===== src/rtl/fir_pkg.sv =====
`default_nettype none
// +--------------------------------------------------------------------+
// | fir_pkg : shared FSM state, MAC width rule and output saturation    |
// | Rev 1.0                                                             |
// +--------------------------------------------------------------------+
package fir_pkg;

  typedef enum logic [1:0] {
    IDLE = 2'd0,
    RUN  = 2'd1,
    OUT  = 2'd2
  } state_e;

  localparam int DEF_DATA_WIDTH = 13;
  localparam int DEF_TAPS       = 8;
  localparam int DEF_FRAC_BITS  = 11;

  localparam int SAT_IN_W  = 64;
  localparam int SAT_OUT_W = 32;

  function automatic int fir_acc_width(input int data_width, input int taps);
    return 2 * data_width + $clog2(taps);
  endfunction

  localparam int DEF_ACC_WIDTH = fir_acc_width(DEF_DATA_WIDTH, DEF_TAPS);

  typedef struct packed {
    logic                 sat;
    logic [SAT_OUT_W-1:0] val;
  } sat_res_t;

  // Floor shift (arithmetic, no rounding) then clip to the signed output range.
  function automatic sat_res_t sat_trunc(input logic signed [SAT_IN_W-1:0] acc,
                                         input int frac_bits,
                                         input int data_width);
    logic signed [SAT_IN_W-1:0] sh;
    logic signed [SAT_IN_W-1:0] hi;
    logic signed [SAT_IN_W-1:0] lo;
    sat_res_t res;
    sh = acc >>> frac_bits;
    hi = (64'sd1 <<< (data_width - 1)) - 64'sd1;
    lo = -(64'sd1 <<< (data_width - 1));
    res.sat = 1'b0;
    res.val = sh[SAT_OUT_W-1:0];
    if (sh > hi) begin
      res.sat = 1'b1;
      res.val = hi[SAT_OUT_W-1:0];
    end else if (sh < lo) begin
      res.sat = 1'b1;
      res.val = lo[SAT_OUT_W-1:0];
    end
    return res;
  endfunction

endpackage
`default_nettype wire


===== src/rtl/fir_mac_step.sv =====
`default_nettype none
// +--------------------------------------------------------------------+
// | fir_mac_step : registered signed accumulator, acc += a*b            |
// | Rev 1.0                                                             |
// +--------------------------------------------------------------------+
module fir_mac_step
  import fir_pkg::*;
#(
  parameter int DATA_WIDTH = DEF_DATA_WIDTH,
  parameter int ACC_WIDTH  = DEF_ACC_WIDTH
) (
  input  logic                  CLK,
  input  logic                  RST_n,
  input  logic                  clr_i,
  input  logic                  en_i,
  input  logic [DATA_WIDTH-1:0] a_i,
  input  logic [DATA_WIDTH-1:0] b_i,
  output logic [ACC_WIDTH-1:0]  acc_next_o
);

  localparam int PW = 2 * DATA_WIDTH;

  logic signed [PW-1:0]        a_ext;
  logic signed [PW-1:0]        b_ext;
  logic signed [PW-1:0]        prod;
  logic        [ACC_WIDTH-1:0] acc_q;
  logic        [ACC_WIDTH-1:0] acc_d;
  logic        [ACC_WIDTH-1:0] acc_sum;

  // Operands widened first so the truncated product keeps the full signed result.
  assign a_ext   = {{DATA_WIDTH{a_i[DATA_WIDTH-1]}}, a_i};
  assign b_ext   = {{DATA_WIDTH{b_i[DATA_WIDTH-1]}}, b_i};
  assign prod    = a_ext * b_ext;
  assign acc_sum = acc_q + {{(ACC_WIDTH-PW){prod[PW-1]}}, prod};

  assign acc_next_o = acc_sum;

  always_comb begin
    acc_d = acc_q;
    if (clr_i) begin
      acc_d = '0;
    end else if (en_i) begin
      acc_d = acc_sum;
    end
  end

  always_ff @(posedge CLK or negedge RST_n) begin
    if (!RST_n) begin
      acc_q <= '0;
    end else begin
      acc_q <= acc_d;
    end
  end

endmodule
`default_nettype wire


===== src/rtl/fir_mac_sched.sv =====
`default_nettype none
// +--------------------------------------------------------------------+
// | fir_mac_sched : FIR sequencer driving one MAC lane, TAPS steps/out  |
// | Rev 1.0                                                             |
// +--------------------------------------------------------------------+
module fir_mac_sched
  import fir_pkg::*;
#(
  parameter int DATA_WIDTH = DEF_DATA_WIDTH,
  parameter int TAPS       = DEF_TAPS,
  parameter int FRAC_BITS  = DEF_FRAC_BITS
) (
  input  logic                     CLK,
  input  logic                     RST_n,
  input  logic                     clear,
  input  logic                     coef_we,
  input  logic [$clog2(TAPS)-1:0]  coef_addr,
  input  logic [DATA_WIDTH-1:0]    coef_data,
  input  logic [DATA_WIDTH-1:0]    din,
  input  logic                     din_valid,
  output logic                     din_ready,
  output logic [DATA_WIDTH-1:0]    dout,
  output logic                     dout_valid,
  input  logic                     dout_ready,
  output logic                     sat,
  output logic                     busy
);

  localparam int             KW        = $clog2(TAPS);
  localparam int             ACC_WIDTH = fir_acc_width(DATA_WIDTH, TAPS);
  localparam logic [KW-1:0]  K_LAST    = KW'(TAPS - 1);

  state_e                 state_q, state_d;
  logic [KW-1:0]          k_q, k_d;
  logic [DATA_WIDTH-1:0]  x_q [TAPS];
  logic [DATA_WIDTH-1:0]  h_q [TAPS];
  logic [DATA_WIDTH-1:0]  dout_q;
  logic                   sat_q;
  logic                   dout_valid_q;

  logic                   addr_ok;
  logic                   accept;
  logic                   coef_wr;
  logic                   mac_clr;
  logic                   mac_en;
  logic                   out_load;
  logic                   out_done;
  logic [ACC_WIDTH-1:0]   acc_next;
  sat_res_t               sat_res;
  logic                   unused_sat_bits;

  if ((1 << KW) != TAPS) begin : g_addr_chk
    assign addr_ok = (32'(coef_addr) < TAPS);
  end else begin : g_addr_full
    assign addr_ok = 1'b1;
  end

  always_comb begin
    state_d  = state_q;
    k_d      = k_q;
    accept   = 1'b0;
    coef_wr  = 1'b0;
    mac_clr  = 1'b0;
    mac_en   = 1'b0;
    out_load = 1'b0;
    out_done = 1'b0;
    if (clear) begin
      state_d = IDLE;
      k_d     = '0;
      mac_clr = 1'b1;
    end else begin
      case (state_q)
        IDLE: begin
          coef_wr = coef_we & addr_ok;
          // A coefficient write takes the cycle; the sample waits for the next one.
          if (din_valid && !coef_we) begin
            accept  = 1'b1;
            mac_clr = 1'b1;
            k_d     = '0;
            state_d = RUN;
          end
        end
        RUN: begin
          mac_en = 1'b1;
          if (k_q == K_LAST) begin
            k_d      = '0;
            out_load = 1'b1;
            state_d  = OUT;
          end else begin
            k_d = k_q + 1'b1;
          end
        end
        OUT: begin
          if (dout_ready) begin
            out_done = 1'b1;
            state_d  = IDLE;
          end
        end
        default: state_d = IDLE;
      endcase
    end
  end

  always_ff @(posedge CLK or negedge RST_n) begin
    if (!RST_n) begin
      state_q <= IDLE;
      k_q     <= '0;
    end else begin
      state_q <= state_d;
      k_q     <= k_d;
    end
  end

  always_ff @(posedge CLK or negedge RST_n) begin
    if (!RST_n) begin
      for (int i = 0; i < TAPS; i++) x_q[i] <= '0;
    end else if (clear) begin
      for (int i = 0; i < TAPS; i++) x_q[i] <= '0;
    end else if (accept) begin
      for (int i = TAPS - 1; i > 0; i--) x_q[i] <= x_q[i-1];
      x_q[0] <= din;
    end
  end

  always_ff @(posedge CLK or negedge RST_n) begin
    if (!RST_n) begin
      for (int i = 0; i < TAPS; i++) h_q[i] <= '0;
    end else if (coef_wr) begin
      h_q[coef_addr] <= coef_data;
    end
  end

  fir_mac_step #(
    .DATA_WIDTH (DATA_WIDTH),
    .ACC_WIDTH  (ACC_WIDTH)
  ) u_mac (
    .CLK        (CLK),
    .RST_n      (RST_n),
    .clr_i      (mac_clr),
    .en_i       (mac_en),
    .a_i        (x_q[k_q]),
    .b_i        (h_q[k_q]),
    .acc_next_o (acc_next)
  );

  // The final product is folded in combinationally so OUT follows the last step.
  assign sat_res = sat_trunc({{(SAT_IN_W-ACC_WIDTH){acc_next[ACC_WIDTH-1]}}, acc_next},
                             FRAC_BITS, DATA_WIDTH);
  assign unused_sat_bits = ^sat_res.val[SAT_OUT_W-1:DATA_WIDTH];

  always_ff @(posedge CLK or negedge RST_n) begin
    if (!RST_n) begin
      dout_q       <= '0;
      sat_q        <= 1'b0;
      dout_valid_q <= 1'b0;
    end else if (clear) begin
      dout_q       <= '0;
      sat_q        <= 1'b0;
      dout_valid_q <= 1'b0;
    end else if (out_load) begin
      dout_q       <= sat_res.val[DATA_WIDTH-1:0];
      sat_q        <= sat_res.sat;
      dout_valid_q <= 1'b1;
    end else if (out_done) begin
      dout_valid_q <= 1'b0;
    end
  end

  assign din_ready  = RST_n & (state_q == IDLE) & ~coef_we & ~clear;
  assign dout       = dout_q;
  assign sat        = sat_q;
  assign dout_valid = dout_valid_q;
  assign busy       = (state_q != IDLE);

endmodule
`default_nettype wire


===== config.mk =====
export PLATFORM = sky130hd
export DESIGN_NAME = fir_mac_sched
export DESIGN_NICKNAME = d
export VERILOG_FILES = /design/src/rtl/fir_pkg.sv /design/src/rtl/fir_mac_step.sv /design/src/rtl/fir_mac_sched.sv
export SDC_FILE = /design/constraint.sdc
export NUM_CORES = 1
export LEC_CHECK = 0
export ABC_AREA = 1
export CAP_MARGIN = 10
export CORE_MARGIN = 1
export CORE_UTILIZATION = 65
export DETAILED_ROUTE_END_ITERATION = 8
export GPL_TIMING_DRIVEN = 0
export PLACE_DENSITY = 0.83
export SLEW_MARGIN = 20
export SYNTH_ARGS = -nofsm -noshare
export SYNTH_HDL_FRONTEND = slang
export SYNTH_SLANG_ARGS = --single-unit

===== constraint.sdc =====
create_clock -name CLK -period 19.9 [get_ports CLK]
set_input_delay 3.98 -clock CLK [delete_from_list [all_inputs] [get_ports CLK]]
set_output_delay 3.98 -clock CLK [all_outputs]
set_load 0.005 [all_outputs]

==> results.json <==
{
  "postSynthAreaPerCell_um2": 7.75,
  "syn_to_final_growth_pct": 9.87,
  "grt_max_degree": 99,
  "synth_adder_area_share": 0.223,
  "clock.fmax_mhz": 102,
  "grt_pass1_wl_mm": 94.6,
  "vias": 18100,
  "end_kind": "flop",
  "synthArstFlopShare": 1.00,
  "finalSetupViolCount": 0,
  "drt_pass1_iterations": 6,
  "first_iter_violations": 1836,
  "finClkSkew_ns": 0.0301,
  "synth_cells": 2606,
  "ys_ff_latch": 257,
  "wirelength_mm": 59.4,
  "pin_count": 52,
  "first_global_vias": 18200,
  "synth_top_family_by_area": "adder cells",
  "synth_area_um2": 20200,
  "synth_simple_gate_area_frac": 0.197,
  "core_um2": 30600,
  "crit_type": "reg -> reg",
  "avgViaCountPerCell": 5.84,
  "final.min_clock_period_ns": 9.80,
  "htreeDepth": 1,
  "cts_tree": "yes",
  "yosysTopAreaCell": "dfrtp_1",
  "finalCritPeriodShare": 0.492,
  "dp_hpwl_mm": 45.4,
  "route.detailed.drc": 0,
  "cts_buffers": 28,
  "synth_compound_area_frac": 0.140,
  "diodes": 0,
  "worstMarginPinSlew_ns": 1.16,
  "clkTransAtPathRegs_ns": 0.07,
  "drv_cap": 0,
  "hold_violations": 0,
  "gp_congestion": 0.975,
  "cp-start-kind": "flop",
  "drt-wirelength-per-cell_um": 19.1,
  "finalSetupTns_ns": 0,
  "globalRouteOverflowTotal": 0,
  "drive_above_1_share": 0.0472,
  "synth-main-ff-cell": "dfrtp_1",
  "die_w_um": 178,
  "ys_seq_area_frac": 0.319,
  "worst_path_largest_cell_delay_ns": 0.64,
  "drv_slew": 0,
  "worstSkewPairLatency_ns": 0.57,
  "synth_fp_nets": 2903,
  "ctsHoldBuffers": 0,
  "yosys-top-cells-count": "610 x nand2_1, 443 x inv_1, 257 x dfrtp_1",
  "grtUsageTotal": 0.389,
  "muxShareOfSynthArea": 0,
  "synth.most_common_cell": "nand2_1",
  "synth_warnings": 0,
  "cpMaxStageDelayCell": "clkbuf_1",
  "initial_core_util": 0.660,
  "ant_nets": 0,
  "root_buffer": "clkbuf_16",
  "slew_headroom": 0.216,
  "fin_nets": 2985,
  "arrival_ns": 10.26,
  "rsz0062_at_grt": "no",
  "yosysTopAreaCellShare": 0.319,
  "clock_sinks": 257,
  "path_max_fanout": 10,
  "yosys-top-cells-area": "dfrtp_1 32%, fa_1 16%, nand2_1 11%, inv_1 8.2%, ha_1 6.1%",
  "die-area_um2": 31800,
  "rows": 64,
  "antenna_found_initial": 0,
  "required_ns": 20.36,
  "path_common_cell": "nand2_1",
  "status": "finished, final reports clean",
  "cts.repair.resized": 0,
  "die-height_um": 178,
  "clockBufferDepth": 3,
  "synth_cell_types": 45,
  "post_cts_buffers": 0,
  "synthXorXnorAreaFrac": 0.0147,
  "hp-class": "reg -> reg",
  "synth_edf_count": 0,
  "io_buffers": 50
}
-- flip-flops by register name (all words and copies together) (netlist names) --
register	count
dout_valid	1
h_q	104
u_mac.acc_q	29
sat	1
dout	13
state_q	2
x_q	104
k_q	3
-- metrics by stage --
| stage | cell area (µm²) | cells | hold WS (ns) | utilization | setup WS, ns |
|---|---|---|---|---|---|
| final | 22200 | 3105 | 0.479 | 0.725 | 10.10 |
| after global routing | 22200 | 3105 | 0.497 | 0.725 | 9.53 |
| after CTS | 22200 | 3105 | 0.483 | 0.725 | 10.24 |
| after detailed placement | 21200 | 3054 | 0.467 | 0.695 | 10.27 |
| after global placement | 21200 | 3052 | 0.460 | 0.693 | 2.09 |
| after floorplan | 20200 | 2606 | 0.446 | - | 11.68 |
-- cell families after synthesis --
kind of cell	count (synthesis)
xor+xnor	34
fa+ha+maj	262
compound gates	522
buf+inv	557
simple gates	974
flops	257
-- metal layers --
| layer | global-route usage | part of all wire |
|---|---|---|
| met2 | 0.633 | 0.47 |
| met3 | 0.0731 | 0.089 |
| met4 | 0.216 | 0.056 |
| met1 | 0.491 | 0.39 |
| met5 | 0 | 0 |
-- path summary, 6_finish.rpt --
| kind | to | slack (ns) | start | cells past startpoint |
|---|---|---|---|---|
| min | dout[7] | 0.48 | dout[7] | 2 |
| min reg2reg | dout[7] | 0.48 | dout[7] | 2 |
| max | sat | 10.10 | k_q[0] | 45 |
| max in group asynchronous | x_q[59] | 15.11 | RST_n | 3 |
| max reg2reg | sat | 10.10 | k_q[0] | 45 |
| min in group asynchronous | u_mac.acc_q[14] | 3.41 | RST_n | 1 |
-- worst max-delay path, delay by kind of cell (launching register included) --
family	cells	cell delay, ns
xor gates and xnor gates	1	0.42
DFF	1	0.37
and+or+nand+nor	24	2.53
AOI/OAI and AO/OA	3	0.98
adders and majority gates	8	3.52
buffers and inverters	9	1.86
-- cell usage in the layout (no fill, tap or decap), types with 3 or more instances in the layout --
master	instances
xor2_1	18
nand2_1	610
nand3_1	127
clkinv_2	10
clkbuf_8	5
a22o_1	14
a21oi_1	183
buf_1	6
o21ai_1	20
clkbuf_16	29
o21bai_1	4
nor3_1	4
o21ai_0	246
o21ai_2	10
buf_2	28
a211oi_1	3
dfrtp_1	257
xnor2_1	16
a31oi_1	3
clkbuf_1	67
fa_1	163
nand3_2	4
o31ai_1	32
nand3b_1	3
nand4_1	7
nor2_2	6
nor2_1	195
inv_1	443
nand2_2	8
buf_6	4
clkdlybuf4s50_1	49
inv_2	7
ha_1	99
-- final cells by class --
class	count	area [µm²]
Multi-Input combinational cell	1792	11600
Fill cell	2426	8410
Sequential cell	257	6430
Inverter	452	1700
Clock buffer	36	802
Timing Repair Buffer	52	561
Tap cell	396	495
Buffer	105	464
Clock inverter	15	135
Power is not shown: default switching activity piles up to over one toggle a cycle in this logic, so the estimate is an artifact.
